===== config.mk =====
export PLATFORM = sky130hd
export DESIGN_NAME = bram_pixel_reader
export DESIGN_NICKNAME = d
export VERILOG_FILES = /design/src/rtl/bram_rd_pkg.sv /design/src/rtl/bram_word_fifo2.sv /design/src/rtl/bram_pixel_reader.sv
export SDC_FILE = /design/constraint.sdc
export NUM_CORES = 1
export LEC_CHECK = 0
export CAP_MARGIN = 15
export CELL_PAD_IN_SITES_DETAIL_PLACEMENT = 1
export CELL_PAD_IN_SITES_GLOBAL_PLACEMENT = 1
export CORE_ASPECT_RATIO = 1.75
export CORE_MARGIN = 2
export CORE_UTILIZATION = 44
export CTS_BUF_LIST = sky130_fd_sc_hd__clkbuf_2 sky130_fd_sc_hd__clkbuf_4 sky130_fd_sc_hd__clkbuf_8
export CTS_CLUSTER_DIAMETER = 60
export DETAILED_ROUTE_END_ITERATION = 10
export PLACE_DENSITY = 0.92
export RECOVER_POWER = 25
export SLEW_MARGIN = 25
export SYNTH_ARGS = -nofsm -noshare
export SYNTH_HDL_FRONTEND = slang
export SYNTH_SLANG_ARGS = --single-unit

===== constraint.sdc =====
create_clock -name clk -period 2.6 [get_ports clk]
set_input_delay 0.39 -clock clk [delete_from_list [all_inputs] [get_ports clk]]
set_output_delay 0.39 -clock clk [all_outputs]
set_load 0.02 [all_outputs]

===== src/rtl/bram_rd_pkg.sv =====
// rtl/bram_rd_pkg.sv - shared widths, FSM states and lane index type for the BRAM pixel reader.
package bram_rd_pkg;

  localparam int ADDR_W       = 10;
  localparam int DATA_W       = 64;
  localparam int PIX_W        = 16;
  localparam int PIX_PER_WORD = DATA_W / PIX_W;
  localparam int RD_LATENCY   = 1;

  typedef enum logic [1:0] {IDLE, RUN, DRAIN, DONE} state_t;

  typedef logic [$clog2(PIX_PER_WORD)-1:0] lane_t;

endpackage


===== src/rtl/bram_word_fifo2.sv =====
// rtl/bram_word_fifo2.sv - two-entry word FIFO with combinational head, shared by BRAM reader and writer.
module bram_word_fifo2 #(
  parameter int W = 64
) (
  input  logic         clk,
  input  logic         rst_n,
  input  logic         push,
  input  logic [W-1:0] din,
  input  logic         pop,
  output logic [W-1:0] dout,
  output logic [1:0]   count,
  output logic         full,
  output logic         empty
);

  logic [W-1:0] mem [2];
  logic         wr_ptr;
  logic         rd_ptr;
  logic         do_push;
  logic         do_pop;

  assign full    = (count == 2'd2);
  assign empty   = (count == 2'd0);
  assign do_push = push && !full;
  assign do_pop  = pop && !empty;
  assign dout    = mem[rd_ptr];

  always_ff @(posedge clk or negedge rst_n) begin
    if (!rst_n) begin
      mem[0] <= '0;
      mem[1] <= '0;
      wr_ptr <= 1'b0;
      rd_ptr <= 1'b0;
      count  <= 2'd0;
    end else begin
      if (do_push) begin
        mem[wr_ptr] <= din;
        wr_ptr      <= ~wr_ptr;
      end
      if (do_pop) begin
        rd_ptr <= ~rd_ptr;
      end
      count <= count + {1'b0, do_push} - {1'b0, do_pop};
    end
  end

endmodule


===== src/rtl/bram_pixel_reader.sv =====
// rtl/bram_pixel_reader.sv - Avalon-MM BRAM read master that unpacks 64-bit words into a 16-bit pixel stream.
module bram_pixel_reader
  import bram_rd_pkg::*;
(
  input  logic              clk,
  input  logic              reset_n,
  input  logic              start,
  input  logic [ADDR_W-1:0] base_addr,
  input  logic [ADDR_W:0]   word_count,
  output logic              busy,
  output logic              done,
  output logic [ADDR_W-1:0] address,
  output logic              chipselect,
  output logic              write,
  output logic [7:0]        byteenable,
  output logic [DATA_W-1:0] writedata,
  output logic              clken,
  input  logic [DATA_W-1:0] readdata,
  output logic [PIX_W-1:0]  pix_data,
  output logic              pix_valid,
  input  logic              pix_ready,
  output logic              pix_sop,
  output logic              pix_eop
);

  state_t              state, state_nxt;
  logic [ADDR_W-1:0]   addr_q;
  logic [ADDR_W:0]     issue_left;
  logic [ADDR_W:0]     unpack_left;
  logic                inflight;
  logic [DATA_W-1:0]   word_q;
  lane_t               lane_q;
  logic                pix_valid_q;
  logic                first_q;
  logic                word_first_q;
  logic                word_last_q;

  logic                issue, xfer, last_lane, can_load;
  logic                load_fifo, load_bypass, load;
  logic                fifo_push, fifo_full, fifo_empty;
  logic [1:0]          fifo_count;
  logic [DATA_W-1:0]   fifo_dout, load_data;

  assign write      = 1'b0;
  assign byteenable = 8'hFF;
  assign writedata  = '0;
  assign clken      = 1'b1;

  // Credit: fifo_count + inflight < 2, so a landing word always finds a free slot.
  assign issue      = (state == RUN) && !fifo_full && !(inflight && (fifo_count != 2'd0));
  assign chipselect = issue;
  assign address    = issue ? addr_q : '0;

  assign xfer      = pix_valid_q && pix_ready;
  assign last_lane = (lane_q == lane_t'(PIX_PER_WORD - 1));
  assign can_load  = !pix_valid_q || (xfer && last_lane);

  // A word landing while the FIFO is empty goes straight into the unpacker.
  assign load_fifo   = can_load && !fifo_empty;
  assign load_bypass = can_load && fifo_empty && inflight;
  assign load        = load_fifo || load_bypass;
  assign load_data   = fifo_empty ? readdata : fifo_dout;
  assign fifo_push   = inflight && !load_bypass;

  assign pix_valid = pix_valid_q;
  assign pix_data  = word_q[int'(lane_q)*PIX_W +: PIX_W];
  assign pix_sop   = pix_valid_q && word_first_q && (lane_q == '0);
  assign pix_eop   = pix_valid_q && word_last_q && last_lane;

  bram_word_fifo2 #(.W(DATA_W)) u_fifo (
    .clk   (clk),
    .rst_n (reset_n),
    .push  (fifo_push),
    .din   (readdata),
    .pop   (load_fifo),
    .dout  (fifo_dout),
    .count (fifo_count),
    .full  (fifo_full),
    .empty (fifo_empty)
  );

  always_ff @(posedge clk or negedge reset_n) begin
    if (!reset_n) state <= IDLE;
    else          state <= state_nxt;
  end

  always_comb begin
    state_nxt = state;
    busy      = 1'b0;
    done      = 1'b0;
    case (state)
      IDLE: begin
        if (start) state_nxt = (word_count == '0) ? DONE : RUN;
      end
      RUN: begin
        busy = 1'b1;
        if (issue && (issue_left == (ADDR_W+1)'(1))) state_nxt = DRAIN;
      end
      DRAIN: begin
        busy = 1'b1;
        if (pix_eop && pix_ready && !inflight && fifo_empty) state_nxt = DONE;
      end
      DONE: begin
        done      = 1'b1;
        state_nxt = IDLE;
      end
      default: state_nxt = IDLE;
    endcase
  end

  always_ff @(posedge clk or negedge reset_n) begin
    if (!reset_n) begin
      addr_q       <= '0;
      issue_left   <= '0;
      unpack_left  <= '0;
      inflight     <= 1'b0;
      word_q       <= '0;
      lane_q       <= '0;
      pix_valid_q  <= 1'b0;
      first_q      <= 1'b0;
      word_first_q <= 1'b0;
      word_last_q  <= 1'b0;
    end else begin
      inflight <= issue;
      if ((state == IDLE) && start) begin
        addr_q      <= base_addr;
        issue_left  <= word_count;
        unpack_left <= word_count;
        first_q     <= 1'b1;
      end else if (issue) begin
        addr_q     <= addr_q + 1'b1;
        issue_left <= issue_left - 1'b1;
      end
      if (load) begin
        word_q       <= load_data;
        lane_q       <= '0;
        pix_valid_q  <= 1'b1;
        word_first_q <= first_q;
        first_q      <= 1'b0;
        word_last_q  <= (unpack_left == (ADDR_W+1)'(1));
        unpack_left  <= unpack_left - 1'b1;
      end else if (xfer) begin
        if (last_lane) pix_valid_q <= 1'b0;
        else           lane_q      <= lane_q + 1'b1;
      end
    end
  end

endmodule

Yosys cells after proc, flatten, opt, wreduce, memory -nomap -nowiden
Index checks and enable logic that the tools add are counted.
{"block": "totals", "ff_bits": 237, "input_bits": 89, "out_inout_bits": 106, "elab_cells": 112}
{"block": "classes", "add_sub_neg": 6, "n_lt_le_gt_ge": 3, "eq_ne": 11, "shifts": 1, "n_mux": 29, "bitwise": 4, "reduce_logical": 42}
{"op": "64-bit 2-to-1 mux", "n": 5}
{"op": "128-bit bitwise mux", "n": 1}
{"op": "64-bit demux with 1-bit select", "n": 1}
{"op": "64-bit by 7-bit indexed part select with 16-bit output", "n": 1}
{"op": "11-bit 2-to-1 mux", "n": 4}
{"op": "10-bit 2-to-1 mux", "n": 3}
{"op": "11-bit by 1-bit == test with 1-bit output (second input constant)", "n": 2}
{"op": "11-bit by 1-bit subtractor with 11-bit output (second input constant)", "n": 2}
{"op": "1-bit logical AND", "n": 21}
{"op": "2-bit 2-to-1 mux", "n": 7}
{"op": "11-bit logical NOT", "n": 1}
{"op": "10-bit by 1-bit adder with 10-bit output (second input constant)", "n": 1}
{"op": "2-bit nonzero test", "n": 5}
{"op": "2-bit == test (second input constant)", "n": 4}
{"op": "2-bit case mux with 4 select lines", "n": 1}
{"op": "1-bit 2-to-1 mux", "n": 7}
{"op": "1-bit logical NOT", "n": 6}
{"op": "2-bit logical NOT", "n": 3}
{"op": "2-bit greater-or-equal comparator (second input constant)", "n": 2}
{"op": "2-bit by 1-bit inequality test with 1-bit output (second input constant)", "n": 2}
{"op": "2-bit inequality test (second input constant)", "n": 2}
{"op": "1-bit inverter with 2-bit output", "n": 2}
{"op": "2-bit AND reduction", "n": 2}
{"op": "3-bit AND reduction", "n": 1}
{"op": "other kinds (8)", "n": 10}

Logic depth before layout (Yosys ltp)
{"block": "logic_depth", "depth_word": 10, "depth_mapped": 8, "ltp_nobuf": 6}

By module
Synthesis repeated with hierarchy kept, for this count alone.
{"block": "unflattened", "cells_unflattened": 1016, "hier_area_um2": 12804.8}
{"mod": "bram_pixel_reader", "instances": 1, "cells_per_inst": 657, "area_each_um2": 6538.8}
{"mod": "bram_word_fifo2", "instances": 1, "cells_per_inst": 359, "area_each_um2": 6266.0}

Least setup slack after synthesis
OpenSTA, ideal clock, no wires.
{"block": "synth_timing", "kind": "reg-to-reg", "startpoint": "register lane_q[0]", "endpoint": "register u_fifo.mem[67] (netlist name)", "arrival_time_ns": 1.921, "required_time_ns": 2.475, "slack_ns": 0.554, "stages_incl_launch_ff": 7, "synth_period_minus_slack_ns": 2.046, "path_cell_list": "dfrtp_1 ha_1 a21bo_2 o21a_1 nor3_4 buf_6 mux2_2"}
{"block": "synth_between", "elab_chain_len": 8}
{"item": "start, declared", "line_no": "bram_pixel_reader.sv:32", "text": "lane_t lane_q;"}
{"item": "start signal, assigned", "line_no": "bram_pixel_reader.sv:144", "text": "else lane_q <= lane_q + 1'b1;"}
{"item": "2-bit == test", "line_no": "bram_pixel_reader.sv:55", "text": "assign last_lane = (lane_q == lane_t'(PIX_PER_WORD - 1));"}
{"item": "1-bit logical AND", "line_no": "bram_pixel_reader.sv:56", "text": "assign can_load = !pix_valid_q || (xfer && last_lane);"}
{"item": "1-bit logical OR", "line_no": "bram_pixel_reader.sv:56"}
{"item": "1-bit logical AND (2 in series)", "line_no": "bram_pixel_reader.sv:60", "text": "assign load_bypass = can_load && fifo_empty && inflight;"}
{"item": "1-bit logical NOT", "line_no": "bram_pixel_reader.sv:63", "text": "assign fifo_push = inflight && !load_bypass;"}
{"item": "1-bit logical AND", "line_no": "bram_pixel_reader.sv:63"}
{"item": "1-bit logical AND", "line_no": "bram_word_fifo2.sv:24", "text": "assign do_push = push && !full;"}
{"item": "end signal, assigned by index", "line_no": "bram_word_fifo2.sv:37", "text": "mem[wr_ptr] <= din;"}
{"item": "end, declared", "line_no": "bram_word_fifo2.sv:16", "text": "logic [W-1:0] mem [2];"}
No other way between the ends.
A chain may end at the register's enable or synchronous reset.

Final worst setup path
{"block": "layout_timing", "startpoint": "register lane_q[0]", "endpoint": "output pix_data[7]"}
{"block": "layout_between", "elab_chain_len": 1}
{"item": "64-bit by 7-bit indexed part select with 16-bit output", "line_no": "bram_pixel_reader.sv:66", "text": "assign pix_data = word_q[int'(lane_q)*PIX_W +: PIX_W];"}
{"item": "end, declared", "line_no": "bram_pixel_reader.sv:19", "text": "output logic [PIX_W-1:0] pix_data,"}
No other way between the ends.

==> results.md <==
- Status: complete, no violations
- Flops & latches, synth: between 200 and 250
- Drt wl/cell: ~22 µm
- Crit path cell chain: buf_12 -> mux4_2 -> dlygate4sd2_1
- Final setup viols: 0
- Hold Violations, Final: 0
- Total negative slack: 0 ps
- Crit start category: register
- CP Buf/Inv Count: 2
- Final Total Pwr: 0.0191 W
- Router iterations before antenna repair: 7
- Clk_lat worst skew: between 500 and 600 ps
- CP peak stage delay: a little under 600 ps
- Final worst slack: 77.6 ps
- Comb pwr share: 43.8%
- LEAKAGE: 6.41 nW
- Via count: approximately 9k
- Switching fraction of total power: just under 40%
- Cell row count: ~80
- Grt ovf: 0
- Nets: around 1.3k
- CP arrival: 2130 ps
- Number of distinct library cells after synthesis: 52
- Flop pwr share: 36.5%
- Post-Syn Area: between 10000 and 15000 µm²
- Antenna violations before repair: 2
- Ys async rst share: 100%
- FF-to-FF path depth: 6
- Share of cells above drive strength 1: approximately a fifth
- Largest family of logic cells by synthesized area: multiplexers
- Maximum clock rate: ~400 MHz
- Total GRT Usage: between 20% and 30%
- Post-DP HPWL: 23900 µm
- Post-Syn Instances: between 1k and 1.5k
- Slew @ Worst Pin: approximately 1300 ps
- Layout area overhead: 19.1%
- Switching pwr: 0.00758 W
- HP Class: in -> reg
- Post-synth top flop: dfrtp_1
- Post-synthesis xor/xnor area fraction: approximately 1.3%
- TritonCTS Buffers: 39
- Max-cap viol count: 0
- Max VDD drop: around 670 µV
- CTS sink count: 237
- Worst clock skew: around 15 ps
- Dominant cell type by area after synthesis: dfrtp_1
- Hold Slack: 407 ps
- H-tree Lvls: 2
- Period utilization: between 90% and 100%
- Max clock buf depth: 3
- Initial Utilization: 44.8%
- FF-to-FF setup slack: 360 ps
- Worst path slowest cell: mux4_2
- Place WS: 168 ps
- Port bufs: 120
- Post-synthesis adder-cell area fraction: between 1 and 1.5%
- Crit path max-delay family: multiplexers
- Synth Area in Compound Gates: under 10%
- Ports: a little under 200
- CTS tree: built
- CP required: between 2000 and 2500 ps
- Max FO, Critical Path: 16
- Clk network pwr share: about a fifth
- WHS Path Cells: 3
- Vias in the first global route: 9719
- Synth Area in Simple Gates: 9.75%
- FF-to-FF End: u_fifo.mem[91]$_DFFE_PN0P_
- Die area: 28400 µm²
- Post-synth EDFFs: 0
- CORE AREA: 26600 µm²
- Hold Path Sink: addr_q[4]$_DFFE_PN0P_
- Root buf cell: clkbuf_8
- Fillers: 2843
- Area of the multi-input gates: 5310 µm²
- PD cells: between 1000 and 1500 nW/µm²
- YS warnings: 0
- Vias per cell: around 5.6
- Starting DRT DRC Count: 447
- Share of the yosys chip area belonging to registers: between 40% and 50%
- Gpl congestion: 0.834
- Storage element area: about 6000 µm²
- Die Ht: ~220 µm
- Reg2reg start: lane_q[0]$_DFFE_PN0P_
- Die width: 128 µm
- Routed Antenna Nets: 0
- Global-route wire length before repair: between 50000 and 60000 µm
- Largest net degree at the start of global routing: slightly above 90
- Tmin final: roughly 2500 ps
- Main area contributors after synthesis: dfrtp_1 50%, mux2_2 12%, mux2i_1 5.7%
- Max_slew headroom: a little under an eighth
- Avg Cell Area, Syn: 11.0 µm²
- WS Path Type: reg -> out
- Top cell type's share of synthesized area: 49.8%
- Remaining DRCs: 0
- Worst Min Path Start: base_addr[4]
- Internal: ~0.011 W
- Unrepaired setup endpoints after global routing: no
- Total routed wirelength: about 34000 µm
- Register clock-pin slew on the reported worst setup and hold paths: around 60 ps
- Crit. End Element: output port
- Slew Limit Fails: 0
- Post-synthesis mux area share: 21.0%
## flip-flops by register name, indices dropped and copies added, names as in the netlist
signal,cells
issue_left,11
inflight,1
pix_valid,1
word_last_q,1
u_fifo.wr_ptr,1
u_fifo.rd_ptr,1
word_q,64
word_first_q,1
addr_q,10
unpack_left,11
u_fifo.mem,128
u_fifo.count,2
first_q,1
state,2
lane_q,2
## power groups by stage
stage	Combinational, W	Sequential, W	Clock [W]
final	0.00834	0.00696	0.00375
after global routing	0.00912	0.00713	0.00400
after CTS	0.00841	0.00691	0.00383
after detailed placement	0.00842	0.00694	0
after global placement	0.00786	0.00673	0
after floorplan	0.00593	0.00628	0
## tightest hold or removal path, stage by stage
cell             delay (ps)
clkdlybuf4s50_1         400
nand2_1                  50
o21ai_0                  70
## cells by family after synthesis
logic type,count (synthesis)
compound gates,190
xor+xnor,18
fa+ha+maj,13
buf+inv,151
flops,237
mux,213
other cells,2
simple gates,255
## per-stage QoR
| step | util, % | cells | instance area (µm²) |
|---|---|---|---|
| after floorplan | - | 1151 | 12200 |
| after global placement | 50.0 | 1490 | 13300 |
| after detailed placement | 50.0 | 1490 | 13300 |
| after CTS | 53.4 | 1560 | 14200 |
| after global routing | 53.3 | 1561 | 14200 |
| final | 53.3 | 1561 | 14200 |
## worst max-delay path by stage
stage | start | endpoint | slack, ps | depth (start not counted)
after detailed placement | pix_ready | u_fifo.mem[91]$_DFFE_PN0P_ | 170 | 6
after global routing | reset_n | u_fifo.mem[62]$_DFFE_PN0P_ | 2 | 3
after global placement | pix_ready | u_fifo.mem[83]$_DFFE_PN0P_ | 250 | 6
after CTS | lane_q[0]$_DFFE_PN0P_ | pix_data[7] | 40 | 3
after floorplan | lane_q[0]$_DFFE_PN0P_ | u_fifo.mem[67]$_DFFE_PN0P_ | 550 | 6
final | lane_q[0]$_DFFE_PN0P_ | pix_data[7] | 80 | 3
## cell usage after synthesis (2+ instances only)
cell / instances
dfrtp_1: 237
mux2_2: 125
o21ai_0: 91
nand2_1: 90
nor2_1: 87
buf_4: 75
a21oi_1: 69
mux2i_1: 68
clkbuf_1: 38
mux4_2: 16
and3_1: 14
buf_2: 13
ha_1: 13
inv_1: 13
buf_6: 12
xor2_1: 12
nand3_1: 11
nor3_1: 10
nand4_1: 8
a31oi_1: 7
or3_1: 7
xnor2_1: 6
and2_1: 5
nor4_1: 5
or4_1: 5
a221o_1: 4
a21o_1: 3
mux2_1: 3
o31ai_1: 3
conb_1: 2
nand2b_1: 2
nand3b_1: 2
nor2b_1: 2
o22ai_1: 2
o2bb2ai_1: 2
## layout by cell type (no fill, tap or decap), types with 10 or more instances in the layout
cell type,synthesis,final
inv_1,13,13
clkbuf_4,0,11
a21oi_1,69,69
clkbuf_8,0,56
dlygate4sd2_1,0,28
nand3_1,11,11
buf_4,75,18
dfrtp_1,237,235
nor2_1,87,86
xor2_1,12,12
clkdlybuf4s50_1,0,91
mux4_2,16,16
conb_1,2,74
mux2_2,125,125
ha_1,13,12
o21ai_0,91,91
mux2i_1,68,68
nor3_1,10,10
and3_1,14,14
buf_12,0,11
nand2_1,90,89
## area by class of cell
class | instances | share of cell area, %
clock buffers | 66 | 5.97
repair buffers | 154 | 11.0
flip-flops and latches | 237 | 41.9
multi-input cells | 763 | 37.5
diodes | 1 | 0.0177
clock inverters | 3 | 0.459
inverters | 13 | 0.344
well taps | 324 | 2.86
## routing by layer
metal	part of all wire (%)	track usage, %	vias up
li1	-	-	3888
met1	36	26.9	4484
met2	53	44.6	296
met3	5.9	5.45	88
met4	4.9	12.2	2
met5	0.029	0	-
## what timing repair did
| action | 4_1_cts | 5_1_grt |
|---|---|---|
| setup buffers | 0 | 0 |
| endpoints found under the setup margin | 28 | 0 |
| hold buffers | 1 | 0 |
| gates resized for setup | 32 | 0 |
| hold endpoints to repair | 76 | 0 |
(Power assumes the default switching activity.)
==> RTL change 1: new RTL, same flow settings <==
The package constant `PIX_W` goes from 16 to 32.
--- a/src/rtl/bram_rd_pkg.sv
+++ b/src/rtl/bram_rd_pkg.sv
@@ -3,7 +3,7 @@
 
   localparam int ADDR_W       = 10;
   localparam int DATA_W       = 64;
-  localparam int PIX_W        = 16;
+  localparam int PIX_W        = 32;
   localparam int PIX_PER_WORD = DATA_W / PIX_W;
   localparam int RD_LATENCY   = 1;
 
Interface: changed (resized pix_data); port bits go from 195 to 211. No check against the original RTL was run, so the function may have changed too.
==> RTL change 1 against the original RTL <==
Combinational power up 8.6%; critical path type unchanged; synthesized cell count up 0.65%; sequential power about the same; largest power group unchanged; power up 1.2%; largest cell class unchanged; area after synthesis down 0.69%; sequential cell count down 1; wire length up 4.4%; cell area down 0.65%; worst setup slack worse by 9.6 ps.
==> RTL change 1: results (changes against the original RTL) <==
Global routing
  • Gr usage total: 25.5% (+0.78 points)
  • Largest net degree at the start of global routing: 78 (-14%)
  • Initial antenna violation count: 8 (+6)

Pwr
  • Leak pwr: 6.33 nW (-1.2%)
  • P_int: 11.3 mW (-1.4%)
  • Worst VDD drop: 697 uV (+4.7%)

Place
  • Final GP Congestion: 0.852 (+2.2%)
  • DP Wirelength: 24100 um (+0.89%)
  • Placed Area: 0.0133 mm^2 (+0.23%)
  • PortBufs: 136 (+13%)

Logic synthesis
  • Ranking of synthesized cells by area: dfrtp_1 50%, mux2_2 14%, mux2i_1 5.8%
  • Fraction of the yosys area taken by sequential cells: 50.0% (+0.14 points)
  • Cells after Synth: 1086 (+0.65%)

Setup path
  • Reg2reg setup slack: 230 ps (-130 ps)
  • Crit Reg-Reg Endpoint: u_fifo.mem[101]
  • Critical Path Sink: pix_data[1]

Clocking
  • Clock Latency Late Sink: 570 ps (+20 ps)
  • CTS Buf Count: 38 (-2.6%)

Cells and area
  • Nets: 1332 (+1.7%)
  • Layout filler cell count: 2861 (+0.63%)
  • Fraction of layout cells with a size suffix above 1: 20.7% (+0.18 points)

STA
  • Fin Clk Skew: 18.6 ps (+3.30 ps)
  • Hold_ws: 398 ps (-9.05 ps)

Detailed routing
  • Iter 0 DRT Violations: 500 (+12%)

Outcome
  • Outcome: completed
## RTL change 1: power by group through the flow
| stage | Combinational (mW) | Clock, mW | Sequential [mW] |
|---|---|---|---|
| final | 9.06 | 3.28 | 6.94 |
| after global routing | 9.85 | 3.47 | 7.14 |
| after CTS | 9.10 | 3.34 | 6.90 |
| after detailed placement | 8.94 | 0 | 6.91 |
| after global placement | 8.41 | 0 | 6.69 |
| after floorplan | 6.20 | 0 | 6.31 |
## RTL change 1: worst min path at each step
stage	cells past startpoint	to	startpoint
floorplan	0	addr_q[0]	reset_n
global placement	1	addr_q[5]	reset_n
detailed placement	1	addr_q[5]	reset_n
CTS	3	addr_q[7]	base_addr[7]
global route	3	addr_q[4]	base_addr[4]
finish	3	addr_q[7]	base_addr[7]
## RTL change 1: routing by layer
layer  track usage, %  routed length (um)  vias to the layer above
met2             48.0               20000                      295
met4             15.3                2100                        2
met5                0                  13                        -
li1                 -                   -                     3936
met3             4.57                1680                      104
met1             25.4               12100                     4528
## RTL change 1: what timing repair did
item,in CTS,in global routing
endpoints found under the setup margin,39,0
endpoints found under the hold margin,72,0
buffers inserted,1,0
gates resized for setup,30,0
hold buffers,1,0
## RTL change 1: final cells by class
cell class              instances  area, um^2  area share, %
well taps                     324         405           2.88
clock inverters                 3        22.5          0.160
inverters                      10        37.5          0.267
diodes                          8        20.0          0.142
multi-input cells             775        5260           37.3
flip-flops and latches        236        5910           42.0
repair buffers                171        1710           12.1
clock buffers                  59         718           5.10
## RTL change 1: cell families (layout without fill, tap and decap cells)
logic type,after synthesis,in the layout,synth area share [%]
xor gates and xnor gates,20,20,1.48
and+or+nand+nor,254,254,9.59
buffers and inverters,147,243,8.00
AOI/OAI and AO/OA,187,187,8.63
other,2,82,0.0635
adders and majority gates,11,11,1.16
muxes,229,229,21.1
DFF,236,236,50.0
## RTL change 1: stage by stage
step,worst slack [ps],util (%),power (mW)
after floorplan,597,-,12.5
after global placement,163,50.3,15.1
after detailed placement,72.5,50.3,15.8
after CTS,40.8,53.2,19.3
after global routing,27.4,53.1,20.5
final,68.0,53.1,19.3
## RTL change 1: critical path: stages (launching register included)
cell,delay [ps]
dfrtp_2,420
buf_12,180
mux2_2,360
clkdlybuf4s50_1,610
==> RTL change 2: new RTL, same settings <==
Made on the original files. Make the reset (`reset_n` and `rst_n`) synchronous in 3 clocked blocks.
--- a/src/rtl/bram_word_fifo2.sv
+++ b/src/rtl/bram_word_fifo2.sv
@@ -25,7 +25,7 @@
   assign do_pop  = pop && !empty;
   assign dout    = mem[rd_ptr];
 
-  always_ff @(posedge clk or negedge rst_n) begin
+  always_ff @(posedge clk) begin
     if (!rst_n) begin
       mem[0] <= '0;
       mem[1] <= '0;
--- a/src/rtl/bram_pixel_reader.sv
+++ b/src/rtl/bram_pixel_reader.sv
@@ -79,7 +79,7 @@
     .empty (fifo_empty)
   );
 
-  always_ff @(posedge clk or negedge reset_n) begin
+  always_ff @(posedge clk) begin
     if (!reset_n) state <= IDLE;
     else          state <= state_nxt;
   end
@@ -108,7 +108,7 @@
     endcase
   end
 
-  always_ff @(posedge clk or negedge reset_n) begin
+  always_ff @(posedge clk) begin
     if (!reset_n) begin
       addr_q       <= '0;
       issue_left   <= '0;
Formal check against the unedited RTL: differs if reset_n is asserted again (counterexample within 4 cycles, from zero or initial values and one cycle with reset_n low); with reset_n held inactive, the same outputs for 4 cycles.
==> RTL change 2 against the original RTL <==
Register-to-register slack got worse by 250 ps; cell count rose by 2.6%; area after synthesis fell by 0.12%; cell area fell by 0.11%; wire length rose by 8.0%; clock skew rose by 10 ps; worst setup slack improved by 7.7 ps; count of clock-buffer cells in the layout fell by 19; sequential cell count rose by 1; power fell by 19%; critical endpoint is now address[4]; largest cell class unchanged.
==> RTL change 2: results (changes against the original RTL) <==
Outcome
  • Outcome: completed

Logic synthesis
  • Top cells by count, synth: 133 x and2_1, 128 x edfxtp_1, 110 x dfxtp_1
  • Fraction of the yosys area taken by sequential cells: 50.9% (+1.0 points)
  • Synth Area in Compound Gates: 11.9% (+3.2 points)
  • Ranking of synthesized cells by area: edfxtp_1 32%, dfxtp_1 19%, and2_1 7.0%
  • Synth Area in Adders: 1.47% (+0.11 points)
  • Mux contribution to synthesized area: 8.95% (-12 points)
  • Synthesized area per cell: 10.6 um^2 (-3.9%)
  • Synth cell types: 58 (+12%)
  • Most frequent cell after synthesis: and2_1
  • Main synth FF type: edfxtp_1
  • Post-synth EDFFs: 128 (+128)
  • Synth Area in XOR/XNOR: 1.11% (-0.22 points)
  • Asr flop ratio synth: 0% (-100 points)

Cells and area
  • Number of diodes: 0 (-1)
  • Fraction of layout cells with a size suffix above 1: 12.1% (-8.3 points)
  • Nets: 1353 (+3.3%)
  • Layout filler cell count: 2887 (+1.5%)

Clocking
  • CTS Buf Count: 35 (-10%)
  • Clock Latency Late Sink: 570 ps (+20 ps)

Global routing
  • Gr usage total: 26.1% (+1.4 points)
  • First-pass GRT wire length: 57500 um (+5.5%)
  • Vias in the first global route: 10224 (+5.2%)
  • Largest net degree at the start of global routing: 82 (-9.9%)
  • Initial antenna violation count: 0 (-2)

Detailed routing
  • Post-Route WL: 37100 um (+8.0%)
  • Vias/cell: 5.91 (+5.3%)
  • First-pass DRT Iterations: 5 (-2)
  • Iter 0 DRT Violations: 673 (+51%)
  • Vias: 9455 (+8.0%)

STA
  • Fin Clk Skew: 25.3 ps (+10.1 ps)
  • Worst-Margin Slew: 943 ps (-377 ps)

Place
  • PortBufs: 120 (unchanged)
  • Placed cell count: 1534 (+3.0%)
  • Dpl ws: 64.3 ps (-104 ps)
  • Final GP Congestion: 0.848 (+1.7%)
  • DP Wirelength: 24600 um (+2.7%)

Setup path
  • Worst Path Max Fanout: 14 (-2)
  • Top delay family on crit path: buffers and inverters
  • CP peak stage delay: 600 ps (+20 ps)

Pwr
  • P_int: 9.02 mW (-21%)
  • Leak pwr: 5.28 nW (-18%)
  • Worst VDD drop: 476 uV (-28%)
[RTL change 2: cell count changes after synthesis, moves of 8 or more]
cell | unedited run | this run
o21ai_0 | 91 | 31
buf_6 | 12 | 1
edfxtp_1 | 0 | 128
buf_2 | 13 | 26
dfxtp_1 | 0 | 110
dfrtp_1 | 237 | 0
nand2_1 | 90 | 17
clkbuf_1 | 38 | 55
and2_1 | 5 | 133
a211oi_1 | 1 | 9
mux2_2 | 125 | 0
nor3_1 | 10 | 73
a21oi_1 | 69 | 85
a2111oi_0 | 0 | 64
[RTL change 2: worst min-delay path: stages]
cell	delay [ps]
clkdlybuf4s50_1	410
nor2_1	110
a211oi_1	50
[RTL change 2: metal layers]
| metal | vias to the layer above | share of wire [%] | global-route usage (%) |
|---|---|---|---|
| li1 | 4221 | - | - |
| met1 | 4666 | 35 | 28.0 |
| met2 | 420 | 53 | 47.5 |
| met3 | 148 | 5.0 | 2.93 |
| met4 | 0 | 7.2 | 16.8 |
| met5 | - | 0 | 0 |
[RTL change 2: area by class of cell]
cell class / instances / area (um^2) / share of cell area [%]
sequential: 238 / 6050 / 42.8
clock buffer: 47 / 609 / 4.30
timing repair buffer: 184 / 1780 / 12.6
inverter: 18 / 67.6 / 0.477
multi-input combinational: 773 / 5120 / 36.2
tap: 324 / 405 / 2.86
clock inverter: 17 / 124 / 0.875
[RTL change 2: worst paths after layout]
| check | from | endpoint | slack (ps) | depth (start not counted) |
|---|---|---|---|---|
| max | u_fifo.count[0] | address[4] | 90 | 4 |
| min | base_addr[1] | addr_q[1] | 470 | 3 |
| max reg2reg | u_fifo.count[0] | word_q[14] | 110 | 6 |
| min reg2reg | word_last_q | word_last_q | 470 | 2 |
[RTL change 2: per-stage QoR]
stage	instance area (um^2)	total power [mW]	hold WS (ps)	util, %
floorplan	12200	9.45	427	-
global placement	13400	11.8	439	50.5
detailed placement	13400	12.2	459	50.5
CTS	14200	15.5	455	53.4
global route	14200	16.2	470	53.2
finish	14200	15.5	474	53.2
[RTL change 2: cell families (layout without fill, tap and decap cells)]
| group | Yosys count | after routing |
|---|---|---|
| fa+ha+maj | 14 | 14 |
| xor+xnor | 15 | 15 |
| compound gates | 214 | 214 |
| buf+inv | 182 | 266 |
| flops | 238 | 238 |
| other cells | 2 | 74 |
| mux | 85 | 85 |
| simple gates | 371 | 371 |
[RTL change 2: power groups by stage]
stage / logic, mW / registers [mW] / clock network (mW)
floorplan: 4.28 / 5.17 / 0
global placement: 6.38 / 5.42 / 0
detailed placement: 6.68 / 5.50 / 0
CTS: 6.80 / 5.43 / 3.25
global route: 7.30 / 5.52 / 3.39
finish: 6.81 / 5.46 / 3.21
[RTL change 2: repair_timing]
item,4_1_cts,5_1_grt
buffers inserted,3,0
setup endpoints to repair,27,1
gates cloned,0,0
gates resized for setup,18,1
